**src/rtl/memwb_pkg.sv**
```systemverilog
// MEM/WB boundary shared definitions: WB control bit positions,
// default field widths and the entry layout.
package memwb_pkg;

    localparam int WB_REGWRITE = 1;
    localparam int WB_MEMTOREG = 0;

    localparam int DATA_W_DEF = 16;
    localparam int REG_AW_DEF = 3;
    localparam int WB_W_DEF   = 2;

    typedef struct packed {
        logic [WB_W_DEF-1:0]   wb;
        logic [DATA_W_DEF-1:0] rdata;
        logic [DATA_W_DEF-1:0] alu;
        logic [REG_AW_DEF-1:0] treg;
    } memwb_entry_t;

    localparam int ENTRY_W = $bits(memwb_entry_t);

endpackage

```
**src/rtl/pipe_skid_buf.sv**
```systemverilog
// Generic 2-entry valid/ready skid buffer with synchronous flush.
// in_ready is taken straight from the skid-valid flop.
module pipe_skid_buf #(
    parameter int W = 8
) (
    input  logic         clk,
    input  logic         rst_n,
    input  logic         flush,
    input  logic         in_valid,
    output logic         in_ready,
    input  logic [W-1:0] in_data,
    output logic         out_valid,
    input  logic         out_ready,
    output logic [W-1:0] out_data
);

    logic         mainValid;
    logic         skidValid;
    logic [W-1:0] mainData;
    logic [W-1:0] skidData;
    logic         inFire;
    logic         mainFree;

    assign in_ready  = ~skidValid;
    assign out_valid = mainValid;
    assign out_data  = mainData;

    assign inFire   = in_valid & ~skidValid;
    assign mainFree = ~mainValid | out_ready;

    always_ff @(posedge clk or negedge rst_n) begin
        if (!rst_n) begin
            mainValid <= 1'b0;
            skidValid <= 1'b0;
            mainData  <= '0;
            skidData  <= '0;
        end else if (flush) begin
            mainValid <= 1'b0;
            skidValid <= 1'b0;
        end else if (skidValid) begin
            // Skid only fills while main is held, so main is valid here.
            if (out_ready) begin
                mainData  <= skidData;
                skidValid <= 1'b0;
            end
        end else if (inFire) begin
            if (mainFree) begin
                mainData  <= in_data;
                mainValid <= 1'b1;
            end else begin
                skidData  <= in_data;
                skidValid <= 1'b1;
            end
        end else if (mainValid && out_ready) begin
            mainValid <= 1'b0;
        end
    end

endmodule

```
**src/rtl/mem_wb_stage_buf.sv**
```systemverilog
// MEM/WB pipeline boundary with skid buffer and write-back decode.
// Optional EX forwarding outputs when MEMWB_FWD_EN is defined.
module mem_wb_stage_buf
    import memwb_pkg::*;
#(
    parameter int DATA_W = DATA_W_DEF,
    parameter int REG_AW = REG_AW_DEF,
    parameter int WB_W   = WB_W_DEF
) (
    input  logic              clk,
    input  logic              rst_n,
    input  logic              flush,
    input  logic              in_valid,
    output logic              in_ready,
    input  logic [WB_W-1:0]   wb_in,
    input  logic [DATA_W-1:0] rdata_in,
    input  logic [DATA_W-1:0] alu_in,
    input  logic [REG_AW-1:0] treg_in,
    output logic              out_valid,
    input  logic              out_ready,
    output logic [WB_W-1:0]   wb_out,
    output logic [DATA_W-1:0] rdata_out,
    output logic [DATA_W-1:0] alu_out,
    output logic [REG_AW-1:0] treg_out,
`ifdef MEMWB_FWD_EN
    output logic              fwd_valid,
    output logic [REG_AW-1:0] fwd_reg,
    output logic [DATA_W-1:0] fwd_data,
`endif
    output logic              wr_en,
    output logic [DATA_W-1:0] wr_data
);

    // Same layout as memwb_entry_t, sized by this instance's parameters.
    typedef struct packed {
        logic [WB_W-1:0]   wb;
        logic [DATA_W-1:0] rdata;
        logic [DATA_W-1:0] alu;
        logic [REG_AW-1:0] treg;
    } entryT;

    localparam int EW = $bits(entryT);

    entryT inEntry;
    entryT outEntry;

    assign inEntry = '{
        wb:    wb_in,
        rdata: rdata_in,
        alu:   alu_in,
        treg:  treg_in
    };

    pipe_skid_buf #(
        .W(EW)
    ) u_skid (
        .clk      (clk),
        .rst_n    (rst_n),
        .flush    (flush),
        .in_valid (in_valid),
        .in_ready (in_ready),
        .in_data  (inEntry),
        .out_valid(out_valid),
        .out_ready(out_ready),
        .out_data (outEntry)
    );

    assign wb_out    = outEntry.wb;
    assign rdata_out = outEntry.rdata;
    assign alu_out   = outEntry.alu;
    assign treg_out  = outEntry.treg;

    assign wr_en   = out_valid & wb_out[WB_REGWRITE];
    assign wr_data = wb_out[WB_MEMTOREG] ? rdata_out : alu_out;

`ifdef MEMWB_FWD_EN
    // Register 0 is hardwired, so it is never a forwarding source.
    assign fwd_valid = wr_en & (treg_out != '0);
    assign fwd_reg   = treg_out;
    assign fwd_data  = wr_data;
`endif

endmodule
```
**config.mk**
```make
export PLATFORM = sky130hd
export DESIGN_NAME = mem_wb_stage_buf
export DESIGN_NICKNAME = d
export VERILOG_FILES = /design/src/rtl/memwb_pkg.sv /design/src/rtl/pipe_skid_buf.sv /design/src/rtl/mem_wb_stage_buf.sv
export SDC_FILE = /design/constraint.sdc
export NUM_CORES = 1
export LEC_CHECK = 0
export CAP_MARGIN = 15
export CORE_MARGIN = 1
export CORE_UTILIZATION = 48
export DETAILED_ROUTE_END_ITERATION = 12
export PLACE_DENSITY_LB_ADDON = 0.15
export SKIP_LAST_GASP = 1
export SLEW_MARGIN = 15
export SYNTH_ARGS = -nofsm -noshare
export SYNTH_HDL_FRONTEND = slang
export SYNTH_SLANG_ARGS = --single-unit
```
**constraint.sdc**
```tcl
create_clock -name clk -period 2.5 [get_ports clk]
set_input_delay 0.375 -clock clk [delete_from_list [all_inputs] [get_ports clk]]
set_output_delay 0.375 -clock clk [all_outputs]
set_load 0.02 [all_outputs]
```
==> results.sh, run 1 <==
export IMPL_status="finished clean"
export IMPL_leakagePower_uw=0.00195
export IMPL_rows=30
export IMPL_path_class="register to output port"
export IMPL_syn2layout_area_growth_pct=36.8
export IMPL_synthFlopType="dfrtp_1"
export IMPL_slew_headroom=0.727
export IMPL_final_util=0.693
export IMPL_drt_wl_total_um=6800
export IMPL_fin_worst_skew_ps=8.50
export IMPL_die_w_um=87.4
export IMPL_yosysUniqueCellTypes=17
export IMPL_numCtsBuffers=9
export IMPL_synth_common_cells="mux2_2 (123), dfrtp_1 (76), buf_2 (5)"
export IMPL_cp_max_fo=10
export IMPL_hold_viol=0
export IMPL_reg2reg_from="u_skid.skidValid$_DFF_PN0_"
export IMPL_root_buffer="clkbuf_8"
export IMPL_dp_hpwl_um=4450
export IMPL_finalMaxSlewViolations=0
export IMPL_post_drt_via_cell_ratio=5.07
export IMPL_num_vias=2181
export IMPL_grt_max_degree=77
export IMPL_setup_violations_final=0
export IMPL_worstPathRequired_ps=2120
export IMPL_synth_most_common_cell="mux2_2"
export IMPL_postRouteAntennaNets=0
export IMPL_diodes=0
export IMPL_wire_per_inst_um=15.8
export IMPL_drt_iter0_drc=72
export IMPL_cts_sinks=76
export IMPL_crit_arrival_ps=1790
export IMPL_reg2regPathDepth=5
export IMPL_overflow=0
export IMPL_ioPinCount=98
export IMPL_antenna_found_initial=0
export IMPL_synth_fp_nets=270
export IMPL_finalCritPeriodShare=0.866
export IMPL_synth_edff_count=0
export IMPL_syn_area_per_cell_um2=15.3
export IMPL_reg2reg_slack_ps=720
export IMPL_first_pass_iters=4
export IMPL_synthTopCellsByArea="dfrtp_1 (54%), mux2_2 (40%), mux2_1 (1.3%), buf_6 (0.97%), buf_2 (0.72%)"
export IMPL_drc=0
export IMPL_fin_setup_tns_ps=0
export IMPL_ir_worst_vdd_uv=451
export IMPL_final_nets=372
export IMPL_initial_core_util=0.507
export IMPL_hold_class="input port to asynchronous set/reset pin"
export IMPL_synth_largest_area_cell="dfrtp_1"
export IMPL_fin_area_um2=4790
export IMPL_power_uw=3800
export IMPL_portBuffers=97
export IMPL_syn_area_um2=3500
export IMPL_grt_usage=0.192
export IMPL_htreeDepth=3
export IMPL_ys_ff_latch=76
export IMPL_core_um2=6910
export IMPL_r2r_end="u_skid.out_data[23]$_DFFE_PN0P_"
export IMPL_grt_setup_unrepaired="false"
export IMPL_clk_latency_ps=340
export IMPL_fin_crit_ps=2160
export IMPL_cts_repair_resized=0
export IMPL_synth_top_area_frac=0.543
export IMPL_max_freq_mhz=462
export IMPL_place_congestion=0.690
export IMPL_cts_hold_buf=0
export IMPL_seq_area_frac_synth=0.543
export IMPL_drive_gt1_frac=0.437
export IMPL_chipHeight_um=87.4
export IMPL_synth_warnings=0
export IMPL_cap_violations=0
export IMPL_syn_inst=228
export IMPL_cts_tree="done"
export IMPL_postSynth_asyncResetShare=1.00
export IMPL_endpoint_kind="output port"
export IMPL_postCtsSetupBuffers=0
export IMPL_place_area_um2=4600
export IMPL_tightest_slew_ps=410
export IMPL_clk_path_buf_depth=2
export IMPL_grt_pass1_wl_um=10900
export IMPL_grt_pass1_vias=2233
export IMPL_setup_worst_path_start_class="register"
export IMPL_p_per_area_nw_per_um2=794
export IMPL_die_area_um2=7640
export IMPL_path_clk_slew_ps=70
cells by family after synthesis:
family,synth area share
multiplexers,0.409
buffers and inverters,0.0243
flip-flops,0.543
AND/OR/NAND/NOR,0.0129
AO/OA/AOI/OAI,0.0107
per-layer routing:
metal / up-vias / GRT usage / wire length (um)
met5: - / 0 / 0
met4: 0 / 0.0626 / 77
met3: 9 / 0.0739 / 444
met2: 64 / 0.320 / 3270
met1: 1082 / 0.229 / 3010
li1: 1026 / - / -
registers in the layout, summed over array words and instances (netlist names):
name and flops:
u_skid.out_data 37, u_skid.skidData 37, u_skid.out_valid 1, u_skid.skidValid 1
cells in the final DEF, fill, tap and decap left out:
| master | instances |
|---|---|
| a211oi_1 | 1 |
| clkbuf_1 | 3 |
| or2_1 | 1 |
| clkinv_2 | 1 |
| nor4_4 | 1 |
| nand2_1 | 2 |
| buf_12 | 3 |
| and2_1 | 1 |
| a21oi_1 | 1 |
| mux2_1 | 4 |
| clkdlybuf4s50_1 | 96 |
| buf_4 | 5 |
| dfrtp_2 | 1 |
| mux2_2 | 123 |
| bufinv_16 | 1 |
| o21ai_0 | 1 |
| nor2_1 | 1 |
| clkbuf_8 | 10 |
| inv_1 | 2 |
| dfrtp_1 | 75 |
| a211oi_4 | 1 |
power by group:
group | switching, uW | internal (uW) | leakage (uW)
sequential | 159 | 1510 | 0.000915
combinational | 518 | 719 | 0.000939
clock | 416 | 483 | 0.0000935
critical path: stages (launching register included):
cell	delay, ps
dfrtp_1	350
buf_4	200
mux2_2	360
clkdlybuf4s50_1	540
final cells by class:
cell class | count | area (um^2)
fillers | 533 | 2120
flip-flops and latches | 76 | 1900
multi-input cells | 137 | 1510
repair buffers | 104 | 1060
clock buffers | 13 | 149
well taps | 96 | 120
clock inverters | 2 | 35.0
inverters | 2 | 7.51
worst max path at each step:
stage                               startpoint                              to  slack [ps]  cells past startpoint
2_1_floorplan  u_skid.out_data[35]$_DFFE_PN0P_                     wr_data[10]         610                      3
3_5_place_dp                             flush  u_skid.skidData[2]$_DFFE_PN0P_         420                      4
3_3_place_gp                             flush  u_skid.skidData[9]$_DFFE_PN0P_         450                      4
4_1_cts        u_skid.out_data[35]$_DFFE_PN0P_                     wr_data[12]         300                      3
6_report       u_skid.out_data[35]$_DFFE_PN0P_                     wr_data[12]         340                      3
5_1_grt        u_skid.out_data[35]$_DFFE_PN0P_                     wr_data[12]         240                      3
through the flow:
step,hold WS (ps),setup slack [ps],cells
after floorplan,79.4,608,228
after global placement,425,449,415
after CTS,46.8,302,430
after detailed placement,427,423,415
final,22.3,335,430
after global routing,54.4,242,430
Power figures use the tool's default switching activity.
==> run 2, diff against run 1 <==
- CTS_CLUSTER_SIZE: unset -> 20
- TNS_END_PERCENT: unset -> 50
==> results of run 2 <==
The final DEF is identical to that of run 1; final timing and power are the same.
==> run 3, diff against run 2 <==
- ABC_AREA: unset -> 1
- CORE_MARGIN: 1 -> 2
- CORE_UTILIZATION: 48 -> 49
==> run 3 against run 2 <==
  * Combinational power down 4%
  * Register-to-register slack improved by 30 ps
  * Largest cell class unchanged
  * Critical path type unchanged
  * Largest power group unchanged
  * Clock power is 29% higher
==> results.sh, run 3 <==
export IMPL_status="finished clean"
export IMPL_diodes=0
export IMPL_final_nets=567
export IMPL_root_buffer="clkbuf_8"
export IMPL_rows=31
export IMPL_synthFlopType="dfrtp_1"
export IMPL_worstPathRequired_ps=2120
export IMPL_grt_pass1_wl_um=14700
export IMPL_antenna_found_initial=0
export IMPL_cts_sinks=76
export IMPL_leakagePower_uw=0.00241
export IMPL_die_area_um2=8360
export IMPL_ioPinCount=98
export IMPL_htreeDepth=3
export IMPL_grt_setup_unrepaired="false"
export IMPL_overflow=0
export IMPL_crit_arrival_ps=1990
export IMPL_max_freq_mhz=423
export IMPL_final_cell_mix="nand2_1 (157), clkdlybuf4s50_1 (96), dfrtp_1 (75), inv_1 (41), o21ai_0 (41)"
export IMPL_hold_class="register to register"
export IMPL_path_class="register to output port"
export IMPL_synth_top_area_frac=0.508
export IMPL_synth_fp_nets=479
export IMPL_cap_violations=0
export IMPL_setup_worst_path_start_class="register"
export IMPL_core_um2=7330
export IMPL_postSynth_asyncResetShare=1.00
export IMPL_tightest_slew_ps=454
export IMPL_path_clk_slew_ps=80
export IMPL_chipHeight_um=91.4
export IMPL_initial_core_util=0.511
export IMPL_grt_pass1_vias=3055
export IMPL_place_congestion=0.777
export IMPL_drive_gt1_frac=0.145
export IMPL_drt_wl_total_um=8800
export IMPL_numCtsBuffers=9
export IMPL_fin_crit_ps=2360
export IMPL_syn2layout_area_growth_pct=33.5
export IMPL_cts_tree="done"
export IMPL_syn_area_per_cell_um2=8.57
export IMPL_final_common_cell="nand2_1"
export IMPL_synthTopCellsByArea="dfrtp_1 (51%), nand2_1 (16%), o21ai_2 (7.0%), o21ai_0 (5.5%), nand3_1 (4.9%)"
export IMPL_drt_iter0_drc=182
export IMPL_ir_worst_vdd_uv=415
export IMPL_syn_inst=437
export IMPL_fin_worst_skew_ps=9.03
export IMPL_clk_path_buf_depth=2
export IMPL_fin_hold_ws_ps=487
export IMPL_setup_violations_final=0
export IMPL_hold_viol=0
export IMPL_synth_warnings=0
export IMPL_grt_max_degree=53
export IMPL_post_drt_via_cell_ratio=5.08
export IMPL_fin_setup_tns_ps=0
export IMPL_finalMaxSlewViolations=0
export IMPL_grt_usage=0.224
export IMPL_final_util=0.682
export IMPL_wire_per_inst_um=14.0
export IMPL_num_vias=3196
export IMPL_finalCritPeriodShare=0.945
export IMPL_synth_largest_area_cell="dfrtp_1"
export IMPL_dp_hpwl_um=5920
export IMPL_synth_common_cells="nand2_1 (157), dfrtp_1 (76), inv_1 (41), o21ai_0 (41), nand3_1 (37)"
export IMPL_ys_ff_latch=76
export IMPL_synth_most_common_cell="nand2_1"
export IMPL_p_per_area_nw_per_um2=805
export IMPL_die_w_um=91.4
export IMPL_postRouteAntennaNets=0
export IMPL_endpoint_kind="output port"
export IMPL_clk_latency_ps=360
export IMPL_cp_max_fo=15
export IMPL_portBuffers=97
export IMPL_yosysUniqueCellTypes=18
export IMPL_first_pass_iters=6
export IMPL_drc=0
export IMPL_n_fill_cell=584
export IMPL_slew_headroom=0.697
export IMPL_synth_edff_count=0
export IMPL_seq_area_frac_synth=0.508
export IMPL_syn_area_um2=3740
## run 3: cell types whose count changed after synthesis, moves of 3 or more
cell and delta:
nand2_1 +155, nand3_1 +37, inv_1 +39, mux2_2 -107, buf_6 +4, o21ai_0 +40, buf_4 +9, buf_2 +5
mux2_1 -4, o21ai_1 +3, o21ai_2 +30
## run 3: per-stage QoR
stage	setup slack, ps	total power, uW	area (um^2)	std cells
3_3_place_gp	515	2860	4740	612
6_report	136	4030	5000	629
3_5_place_dp	497	2890	4740	612
4_1_cts	111	4060	5000	629
5_1_grt	79.2	4220	5000	629
2_1_floorplan	852	2330	3740	437
## run 3: metal layers
metal  track usage  share of wire
met1         0.308           0.46
met2         0.352           0.48
met3        0.0365          0.045
met4        0.0985          0.014
met5             0              0
## run 3: final cells by class
type	count	area [um^2]	share of cell area
inverters	42	158	0.0315
clock inverters	6	111	0.0223
well taps	99	124	0.0248
multi-input cells	290	1490	0.298
flip-flops and latches	76	1900	0.381
clock buffers	10	138	0.0275
repair buffers	106	1080	0.215
## run 3: path summary, 6_finish.rpt
| kind | from | end | slack (ps) | cells past startpoint |
|---|---|---|---|---|
| max | u_skid.out_data[35]$_DFFE_PN0P_ | wr_data[8] | 140 | 3 |
| min | u_skid.out_data[0]$_DFFE_PN0P_ | u_skid.out_data[0]$_DFFE_PN0P_ | 490 | 2 |
| max reg2reg | u_skid.skidValid$_DFF_PN0_ | u_skid.skidData[27]$_DFFE_PN0P_ | 750 | 7 |
| min reg2reg | u_skid.out_data[0]$_DFFE_PN0P_ | u_skid.out_data[0]$_DFFE_PN0P_ | 490 | 2 |
| max in group asynchronous | rst_n | u_skid.skidData[18]$_DFFE_PN0P_ | 1410 | 3 |
| min in group asynchronous | rst_n | u_skid.skidData[33]$_DFFE_PN0P_ | 500 | 2 |
## run 3: timing repair
item / 4_1_cts / 5_1_grt
hold endpoints to repair: 31 / 0
resized for setup: 0 / 0
setup buffers: 0 / 0
hold buffers: 1 / 0
## run 3: critical path: stages (launching register included)
cell and delay, ps:
dfrtp_1 450, buf_4 280, mux2_2 370, clkdlybuf4s50_1 540
## run 3: cells by family after synthesis
| kind of cell | Yosys count | share of synthesized area |
|---|---|---|
| and+or+nand+nor | 197 | 0.212 |
| DFF | 76 | 0.508 |
| muxes | 16 | 0.0481 |
| AOI/OAI and AO/OA | 77 | 0.135 |
| buffers and inverters | 71 | 0.0976 |
## run 3: power by group
group	internal (uW)	switching [uW]	total (uW)	leakage, uW
registers	1490	187	1680	0.000954
logic	586	605	1190	0.00134
clock network	690	467	1160	0.000122
total	2770	1260	4030	0.00241
